`config.mk`:
```
export PLATFORM = sky130hd
export DESIGN_NAME = psum_acc_fifo_flat
export DESIGN_NICKNAME = d
export VERILOG_FILES = /design/src/rtl/psum_fifo_pkg.sv /design/src/rtl/psum_acc_fifo_if.sv /design/src/rtl/psum_sat_add.sv /design/src/rtl/psum_acc_fifo.sv /design/src/flat_wrapper.sv
export SDC_FILE = /design/constraint.sdc
export NUM_CORES = 1
export LEC_CHECK = 0
export CAP_MARGIN = 0
export CORE_MARGIN = 2
export CORE_UTILIZATION = 54
export CTS_CLUSTER_SIZE = 8
export DETAILED_ROUTE_END_ITERATION = 8
export MAX_ROUTING_LAYER = met4
export PLACE_DENSITY = 0.8
export REMOVE_ABC_BUFFERS = 1
export SYNTH_ARGS = -nofsm -noshare
export SYNTH_HDL_FRONTEND = slang
export SYNTH_SLANG_ARGS = --single-unit
```
`constraint.sdc`:
```
create_clock -name clk1 -period 4.94 [get_ports clk1]
set_input_delay 0.988 -clock clk1 [delete_from_list [all_inputs] [get_ports clk1]]
set_output_delay 0.988 -clock clk1 [all_outputs]
set_load 0.005 [all_outputs]
```
`src/rtl/psum_fifo_pkg.sv`:
```
// -----------------------------------------------------------------------------
// psum_fifo_pkg
//   Shared definitions for the partial-sum accumulate FIFO.
//   - PSUM_DW / PSUM_NUM_CH : default lane width and lane count
//   - LANE_MAX / LANE_MIN   : signed clamp limits for a PSUM_DW-bit lane
//   - sat_add()             : signed add with saturation at PSUM_DW bits
//   - lane_unpack()         : extract lane idx from a packed lane vector
// -----------------------------------------------------------------------------
package psum_fifo_pkg;

    localparam int unsigned PSUM_DW     = 16;
    localparam int unsigned PSUM_NUM_CH = 4;

    typedef logic signed [PSUM_DW-1:0] lane_t;

    localparam lane_t LANE_MAX = {1'b0, {(PSUM_DW-1){1'b1}}};
    localparam lane_t LANE_MIN = {1'b1, {(PSUM_DW-1){1'b0}}};

    // The sum is formed one bit wider than a lane; a mismatch between the two
    // top bits means the true result left the representable range.
    function automatic lane_t sat_add(input lane_t a, input lane_t b);
        logic signed [PSUM_DW:0] s;
        s = {a[PSUM_DW-1], a} + {b[PSUM_DW-1], b};
        if (s[PSUM_DW] != s[PSUM_DW-1]) begin
            return s[PSUM_DW] ? LANE_MIN : LANE_MAX;
        end
        return s[PSUM_DW-1:0];
    endfunction

    function automatic lane_t lane_unpack(input logic [PSUM_NUM_CH*PSUM_DW-1:0] vec,
                                          input int unsigned                    idx);
        return vec[idx*PSUM_DW +: PSUM_DW];
    endfunction

endpackage

```
`src/rtl/psum_acc_fifo_if.sv`:
```
// -----------------------------------------------------------------------------
// psum_acc_fifo_if
//   Bus between the array controller (master) and the psum FIFO (slave).
//   Write side : wr_en, acc_en, wr_data, psum_in
//   Read side  : rd_en, rd_keep -> rd_data, rd_valid
//   Status     : full, empty, count, overflow, underflow
// -----------------------------------------------------------------------------
interface psum_acc_fifo_if
    import psum_fifo_pkg::*;
#(
    parameter int unsigned DATA_WIDTH = PSUM_DW,
    parameter int unsigned NUM_CH     = PSUM_NUM_CH,
    parameter int unsigned ADDR_WIDTH = 4
);
    logic                         wr_en;
    logic                         acc_en;
    logic [NUM_CH*DATA_WIDTH-1:0] wr_data;
    logic [NUM_CH*DATA_WIDTH-1:0] psum_in;
    logic                         rd_en;
    logic                         rd_keep;
    logic [NUM_CH*DATA_WIDTH-1:0] rd_data;
    logic                         rd_valid;
    logic                         full;
    logic                         empty;
    logic [ADDR_WIDTH:0]          count;
    logic                         overflow;
    logic                         underflow;

    modport master (
        output wr_en, acc_en, wr_data, psum_in, rd_en, rd_keep,
        input  rd_data, rd_valid, full, empty, count, overflow, underflow
    );

    modport slave (
        input  wr_en, acc_en, wr_data, psum_in, rd_en, rd_keep,
        output rd_data, rd_valid, full, empty, count, overflow, underflow
    );
endinterface

```
`src/rtl/psum_sat_add.sv`:
```
// -----------------------------------------------------------------------------
// psum_sat_add
//   One lane of signed saturating addition: y = clamp(a + b).
//   a, b : DATA_WIDTH-bit signed operands
//   y    : DATA_WIDTH-bit signed result, clamped to [min, max]
// -----------------------------------------------------------------------------
module psum_sat_add
    import psum_fifo_pkg::*;
#(
    parameter int unsigned DATA_WIDTH = PSUM_DW
) (
    input  logic signed [DATA_WIDTH-1:0] a,
    input  logic signed [DATA_WIDTH-1:0] b,
    output logic signed [DATA_WIDTH-1:0] y
);

    generate
        if (DATA_WIDTH == PSUM_DW) begin : g_pkg
            always_comb y = sat_add(a, b);
        end else begin : g_generic
            // Same clamp as the package function, sized for a non-default lane.
            logic signed [DATA_WIDTH:0] sum;
            always_comb begin
                sum = {a[DATA_WIDTH-1], a} + {b[DATA_WIDTH-1], b};
                y   = sum[DATA_WIDTH-1:0];
                if (sum[DATA_WIDTH] != sum[DATA_WIDTH-1]) begin
                    y = sum[DATA_WIDTH] ? {1'b1, {(DATA_WIDTH-1){1'b0}}}
                                        : {1'b0, {(DATA_WIDTH-1){1'b1}}};
                end
            end
        end
    endgenerate

endmodule

```
`src/rtl/psum_acc_fifo.sv`:
```
// -----------------------------------------------------------------------------
// psum_acc_fifo
//   Multi-lane partial-sum FIFO with optional saturating accumulate on write
//   and pop-or-peek on read.
//   clk1   : clock, rising edge
//   rd_clr : asynchronous active-high reset of pointers, count, read regs, flags
//   flush  : synchronous clear, same effect as rd_clr, wins over wr_en/rd_en
//   bus    : write/read handshake and status (psum_acc_fifo_if.slave)
//   Storage is never cleared; only pointers and count are.
// -----------------------------------------------------------------------------
module psum_acc_fifo
    import psum_fifo_pkg::*;
#(
    parameter int unsigned DATA_WIDTH = PSUM_DW,
    parameter int unsigned NUM_CH     = PSUM_NUM_CH,
    parameter int unsigned DEPTH      = 16,
    parameter int unsigned ADDR_WIDTH = 4
) (
    input  logic              clk1,
    input  logic              rd_clr,
    input  logic              flush,
    psum_acc_fifo_if.slave    bus
);

    localparam int unsigned W  = NUM_CH * DATA_WIDTH;
    localparam int unsigned CW = ADDR_WIDTH + 1;

    logic [W-1:0]            mem [DEPTH];

    logic [ADDR_WIDTH-1:0]   rd_ptr_q,    rd_ptr_d;
    logic [ADDR_WIDTH-1:0]   wr_ptr_q,    wr_ptr_d;
    logic [CW-1:0]           count_q,     count_d;
    logic [W-1:0]            rd_data_q,   rd_data_d;
    logic                    rd_valid_q,  rd_valid_d;
    logic                    overflow_q,  overflow_d;
    logic                    underflow_q, underflow_d;

    logic                    full;
    logic                    empty;
    logic                    push_acc;
    logic                    rd_acc;
    logic                    pop_acc;
    logic                    mem_we;
    logic [W-1:0]            sum_word;
    logic [W-1:0]            wr_word;

    // Per-lane saturating adders feeding the accumulate path.
    for (genvar i = 0; i < NUM_CH; i++) begin : g_lane
        psum_sat_add #(.DATA_WIDTH(DATA_WIDTH)) u_sat (
            .a (bus.wr_data[i*DATA_WIDTH +: DATA_WIDTH]),
            .b (bus.psum_in[i*DATA_WIDTH +: DATA_WIDTH]),
            .y (sum_word[i*DATA_WIDTH +: DATA_WIDTH])
        );
    end

    always_comb begin
        full     = (count_q == CW'(DEPTH));
        empty    = (count_q == '0);
        push_acc = bus.wr_en & ~full;
        rd_acc   = bus.rd_en & ~empty;
        pop_acc  = rd_acc & ~bus.rd_keep;
        wr_word  = bus.acc_en ? sum_word : bus.wr_data;
        mem_we   = push_acc & ~flush;
    end

    always_comb begin
        rd_ptr_d    = rd_ptr_q;
        wr_ptr_d    = wr_ptr_q;
        count_d     = count_q;
        rd_data_d   = '0;
        rd_valid_d  = 1'b0;
        overflow_d  = overflow_q;
        underflow_d = underflow_q;

        if (flush) begin
            rd_ptr_d    = '0;
            wr_ptr_d    = '0;
            count_d     = '0;
            overflow_d  = 1'b0;
            underflow_d = 1'b0;
        end else begin
            if (push_acc) begin
                wr_ptr_d = wr_ptr_q + ADDR_WIDTH'(1);
            end
            if (bus.wr_en && full) begin
                overflow_d = 1'b1;
            end
            if (rd_acc) begin
                rd_data_d  = mem[rd_ptr_q];
                rd_valid_d = 1'b1;
            end
            if (pop_acc) begin
                rd_ptr_d = rd_ptr_q + ADDR_WIDTH'(1);
            end
            if (bus.rd_en && empty) begin
                underflow_d = 1'b1;
            end
            count_d = count_q + CW'(push_acc) - CW'(pop_acc);
        end
    end

    always_ff @(posedge clk1 or posedge rd_clr) begin
        if (rd_clr) begin
            rd_ptr_q    <= '0;
            wr_ptr_q    <= '0;
            count_q     <= '0;
            rd_data_q   <= '0;
            rd_valid_q  <= 1'b0;
            overflow_q  <= 1'b0;
            underflow_q <= 1'b0;
        end else begin
            rd_ptr_q    <= rd_ptr_d;
            wr_ptr_q    <= wr_ptr_d;
            count_q     <= count_d;
            rd_data_q   <= rd_data_d;
            rd_valid_q  <= rd_valid_d;
            overflow_q  <= overflow_d;
            underflow_q <= underflow_d;
        end
    end

    always_ff @(posedge clk1) begin
        if (mem_we) begin
            mem[wr_ptr_q] <= wr_word;
        end
    end

    assign bus.rd_data   = rd_data_q;
    assign bus.rd_valid  = rd_valid_q;
    assign bus.full      = full;
    assign bus.empty     = empty;
    assign bus.count     = count_q;
    assign bus.overflow  = overflow_q;
    assign bus.underflow = underflow_q;

endmodule

```
`src/flat_wrapper.sv`:
```
// flat-port wrapper written by rule: the top's interface ports become plain ports
module psum_acc_fifo_flat import psum_fifo_pkg::*;
#(
    parameter int unsigned DATA_WIDTH = PSUM_DW,
    parameter int unsigned NUM_CH     = PSUM_NUM_CH,
    parameter int unsigned DEPTH      = 16,
    parameter int unsigned ADDR_WIDTH = 4
)
  (clk1, rd_clr, flush, bus_wr_en, bus_acc_en, bus_wr_data, bus_psum_in, bus_rd_en, bus_rd_keep, bus_rd_data, bus_rd_valid, bus_full, bus_empty, bus_count, bus_overflow, bus_underflow);
  psum_acc_fifo_if #(.DATA_WIDTH(DATA_WIDTH), .NUM_CH(NUM_CH), .ADDR_WIDTH(ADDR_WIDTH)) bus_i ();
  input  logic clk1;
  input  logic rd_clr;
  input  logic flush;
  input wire logic [$bits(bus_i.wr_en)-1:0] bus_wr_en;
  input wire logic [$bits(bus_i.acc_en)-1:0] bus_acc_en;
  input wire logic [$bits(bus_i.wr_data)-1:0] bus_wr_data;
  input wire logic [$bits(bus_i.psum_in)-1:0] bus_psum_in;
  input wire logic [$bits(bus_i.rd_en)-1:0] bus_rd_en;
  input wire logic [$bits(bus_i.rd_keep)-1:0] bus_rd_keep;
  output wire logic [$bits(bus_i.rd_data)-1:0] bus_rd_data;
  output wire logic [$bits(bus_i.rd_valid)-1:0] bus_rd_valid;
  output wire logic [$bits(bus_i.full)-1:0] bus_full;
  output wire logic [$bits(bus_i.empty)-1:0] bus_empty;
  output wire logic [$bits(bus_i.count)-1:0] bus_count;
  output wire logic [$bits(bus_i.overflow)-1:0] bus_overflow;
  output wire logic [$bits(bus_i.underflow)-1:0] bus_underflow;
  assign bus_i.wr_en = bus_wr_en;
  assign bus_i.acc_en = bus_acc_en;
  assign bus_i.wr_data = bus_wr_data;
  assign bus_i.psum_in = bus_psum_in;
  assign bus_i.rd_en = bus_rd_en;
  assign bus_i.rd_keep = bus_rd_keep;
  assign bus_rd_data = bus_i.rd_data;
  assign bus_rd_valid = bus_i.rd_valid;
  assign bus_full = bus_i.full;
  assign bus_empty = bus_i.empty;
  assign bus_count = bus_i.count;
  assign bus_overflow = bus_i.overflow;
  assign bus_underflow = bus_i.underflow;
  psum_acc_fifo #(.DATA_WIDTH(DATA_WIDTH), .NUM_CH(NUM_CH), .DEPTH(DEPTH), .ADDR_WIDTH(ADDR_WIDTH)) u_core (.clk1(clk1), .rd_clr(rd_clr), .flush(flush), .bus(bus_i));
endmodule
```
==> impl_metrics.env <==
export IMPL_status="complete, no violations"
export IMPL_hp_class="register to register"
export IMPL_min_to="u_core.bus.overflow"
export IMPL_track_usage_pct=29.0
export IMPL_synth_mux_area_share_pct=15.9
export IMPL_endpoint_kind="register"
export IMPL_synth_area_leaders="edfxtp_1 68%, mux4_2 16%, dfrtp_1 4.4%"
export IMPL_multiInputGateArea_um2=12200
export IMPL_postCtsResizedCells=0
export IMPL_async_flop_share_pct=7.25
export IMPL_htreeDepth=4
export IMPL_ios=209
export IMPL_start_kind="primary input"
export IMPL_drt_pass1_iterations=6
export IMPL_slew_headroom_pct=12.8
export IMPL_synth_compound_area_share_pct=4.09
export IMPL_setup_ws_ns=0.677
export IMPL_io_buffer_count=208
export IMPL_synth_edff_count=1024
export IMPL_synth_adder_area_share_pct=2.45
export IMPL_hold_buffers=0
export IMPL_ys_seq_elements=1104
export IMPL_netlist_instances=2248
export IMPL_synth_top_area_cell="edfxtp_1"
export IMPL_via_per_inst=6.61
export IMPL_arrival_ns=4.70
export IMPL_seqCellArea_um2=32800
export IMPL_worst_r2r_endpoint="u_core.mem[9][19]"
export IMPL_clk_path_buf_depth=3
export IMPL_holdPathStages=2
export IMPL_fp_dieH_um=294
export IMPL_final_cell_area_um2=54000
export IMPL_cts_tree="built"
export IMPL_rsz0062_at_grt="no"
export IMPL_fillers=5175
export IMPL_drt_initial_drc_count=3123
export IMPL_yosysSeqAreaShare_pct=72.1
export IMPL_switching_share_pct=24.8
export IMPL_dp_cells=3510
export IMPL_slowest_stage="o22a_1"
export IMPL_dpl_cell_area_um2=49400
export IMPL_postCtsSetupBuffers=0
export IMPL_cp_max_fo=16
export IMPL_utilization_pct=64.6
export IMPL_synth_xor_area_share_pct=1.10
export IMPL_ff2ff_path_depth=7
export IMPL_grt_first_pass_wirelength_mm=175
export IMPL_ys_flop_type="edfxtp_1"
export IMPL_comb_power_share_pct=15.0
export IMPL_wirelength_mm=120
export IMPL_synth_top_area_share_pct=67.7
export IMPL_clkPwrFrac_pct=40.2
export IMPL_ant_nets=0
export IMPL_initial_core_util_pct=54.4
export IMPL_crit_required_ns=5.38
export IMPL_synth_top_family_by_area="multiplexers"
export IMPL_clkSinkCount=1104
export IMPL_gp_congestion=0.951
export IMPL_drive_above_1_share_pct=22.7
export IMPL_reg2reg_slack_ns=1.31
export IMPL_die_w_um=294
export IMPL_nNetsFinal=2808
export IMPL_r2r_start="u_core.bus.count[2]"
export IMPL_tightest_slew_ns=1.31
export IMPL_grt_max_degree=73
export IMPL_p_seq_share_pct=44.9
export IMPL_die_area_um2=86500
export IMPL_max_freq_ghz=0.235
export IMPL_antenna_found_initial=2
export IMPL_ys_types=66
export IMPL_critical_path_cell_chain="clkdlybuf4s50_1 -> ha_1 -> a21oi_1 -> nor2_1 -> a2111oi_0 -> buf_4 -> a31oi_1 -> o41ai_1 -> xnor2_1 -> ha_1 -> o221ai_1 -> a21o_1 -> buf_4 -> nand2_1 -> o22a_1"
export IMPL_p_int_w=0.0187
export IMPL_clk_pin_slew_ns=0.05
export IMPL_yosys_warnings=0
export IMPL_clockRootBuffer="clkbuf_16"
export IMPL_min_from="u_core.bus.overflow"
export IMPL_fin_crit_ns=4.26
export IMPL_grt_ovfl_total=0
export IMPL_clk_latency_ns=0.73
export IMPL_period_share_pct=86.3
export IMPL_hold_viol=0
export IMPL_vias=25054
export IMPL_critical_path_class="primary input to register"
export IMPL_clock_skew_ns=0.0224
export IMPL_irDropWorstVdd_mv=0.268
export IMPL_mappedNetlistArea_um2=45500
export IMPL_p_total_w=0.0248
export IMPL_dpl_worst_slack_ns=0.0631
export IMPL_yosysMostFrequentCell="edfxtp_1"
export IMPL_p_sw_w=0.00616
export IMPL_fin_cells=3790
export IMPL_wl_per_cell_um=31.6
export IMPL_p_leak_nw=17.5
export IMPL_num_rows=106
export IMPL_setup_violations=0
export IMPL_slew_viol_final=0
export IMPL_synthToLayoutAreaGrowth_pct=18.7
export IMPL_synth_area_per_cell_um2=20.2
export IMPL_power_density_nw_per_um2=460
export IMPL_drc=0
export IMPL_cts_made_buffers=155
export IMPL_core_area_um2=83600
export IMPL_cap_violations=0
export IMPL_cp_slowest_stage_delay_ns=0.52
export IMPL_hpwl_mm=58.9
export IMPL_synthSimpleGateAreaFrac_pct=3.08
export IMPL_yosys_top_cells_count="1024 x edfxtp_1, 320 x mux4_2, 81 x ha_1, 80 x dfrtp_1, 79 x nor2_1"
export IMPL_grt_pass1_vias=26126
[worst max-delay path, delay by kind of cell]
family / cells / cell delay (ns)
AO/OA/AOI/OAI: 7 / 1.90
buffers and inverters: 3 / 0.77
adder cells (fa/ha/maj): 2 / 0.67
AND/OR/NAND/NOR: 2 / 0.22
XOR/XNOR: 1 / 0.14
[worst max path at each step]
| stage | slack [ns] | from | cells after the start | to |
|---|---|---|---|---|
| 3_3_place_gp | 0.08 | bus_wr_data[8] | 15 | u_core.mem[0][0] |
| 5_1_grt | 0.41 | bus_wr_data[8] | 15 | u_core.mem[5][7] |
| 2_1_floorplan | -6.22 | u_core.rd_ptr_q[0] | 3 | u_core.bus.rd_data[0] |
| 6_report | 0.68 | bus_wr_data[8] | 15 | u_core.mem[6][11] |
| 3_5_place_dp | 0.06 | bus_wr_data[8] | 15 | u_core.mem[6][13] |
| 4_1_cts | 0.74 | bus_wr_data[8] | 15 | u_core.mem[2][13] |
[layer usage]
layer  vias to the layer above  wire length, um  track usage [%]
met5                         -                0                -
met4                         0             4430             10.9
met3                       323            10700             5.31
met2                      1694            62300             48.1
met1                     13059            42200             35.9
li1                       9978                -                -
[per-stage QoR]
step | TNS [ns] | hold WS, ns
floorplan | -465.56 | 0.486
global placement | 0 | 0.476
finish | 0 | 0.506
global route | 0 | 0.544
CTS | 0 | 0.503
detailed placement | 0 | 0.491
[area by class of cell]
class	count	area share (%)
diodes	1	0.00464
repair buffers	291	5.45
clock buffers	268	8.09
well taps	1080	2.50
flip-flops and latches	1104	60.7
inverters	38	0.269
clock inverters	11	0.325
multi-input cells	997	22.6
[registers in the layout, summed over array words and instances, names as in the netlist]
register and cells:
u_core.bus.overflow 1, u_core.rd_ptr_q 4, u_core.bus.rd_valid 1, u_core.mem 1024
u_core.wr_ptr_q 4, u_core.bus.underflow 1, u_core.bus.rd_data 64, u_core.bus.count 5
[layout by cell type, fill, tap and decap left out, types with 20 or more instances in the layout]
cell	instances
o21ai_0	30
inv_1	36
buf_4	65
nor2b_1	73
a21o_1	20
o211ai_1	31
nand2_1	41
xor2_1	29
clkbuf_1	110
clkbuf_16	158
edfxtp_1	1024
dfrtp_1	76
a21oi_1	74
clkdlybuf4s50_1	207
mux4_2	320
o21a_1	33
xnor2_1	28
nor2_1	63
ha_1	81
[power groups by stage]
| stage | Sequential (W) | Clock, W | Combinational (W) |
|---|---|---|---|
| finish | 0.0111 | 0.00997 | 0.00371 |
| floorplan | 0.0115 | 0 | 0.00264 |
| global placement | 0.0113 | 0 | 0.00347 |
| CTS | 0.0111 | 0.0101 | 0.00371 |
| global route | 0.0111 | 0.0104 | 0.00398 |
| detailed placement | 0.0113 | 0 | 0.00360 |
[cell families after synthesis]
group / count (synthesis)
flip-flops: 1104
multiplexers: 322
AND/OR/NAND/NOR: 269
AO/OA/AOI/OAI: 263
buffers and inverters: 147
adder cells (fa/ha/maj): 86
XOR/XNOR: 57
No activity file was read; power rests on OpenSTA's default activity.
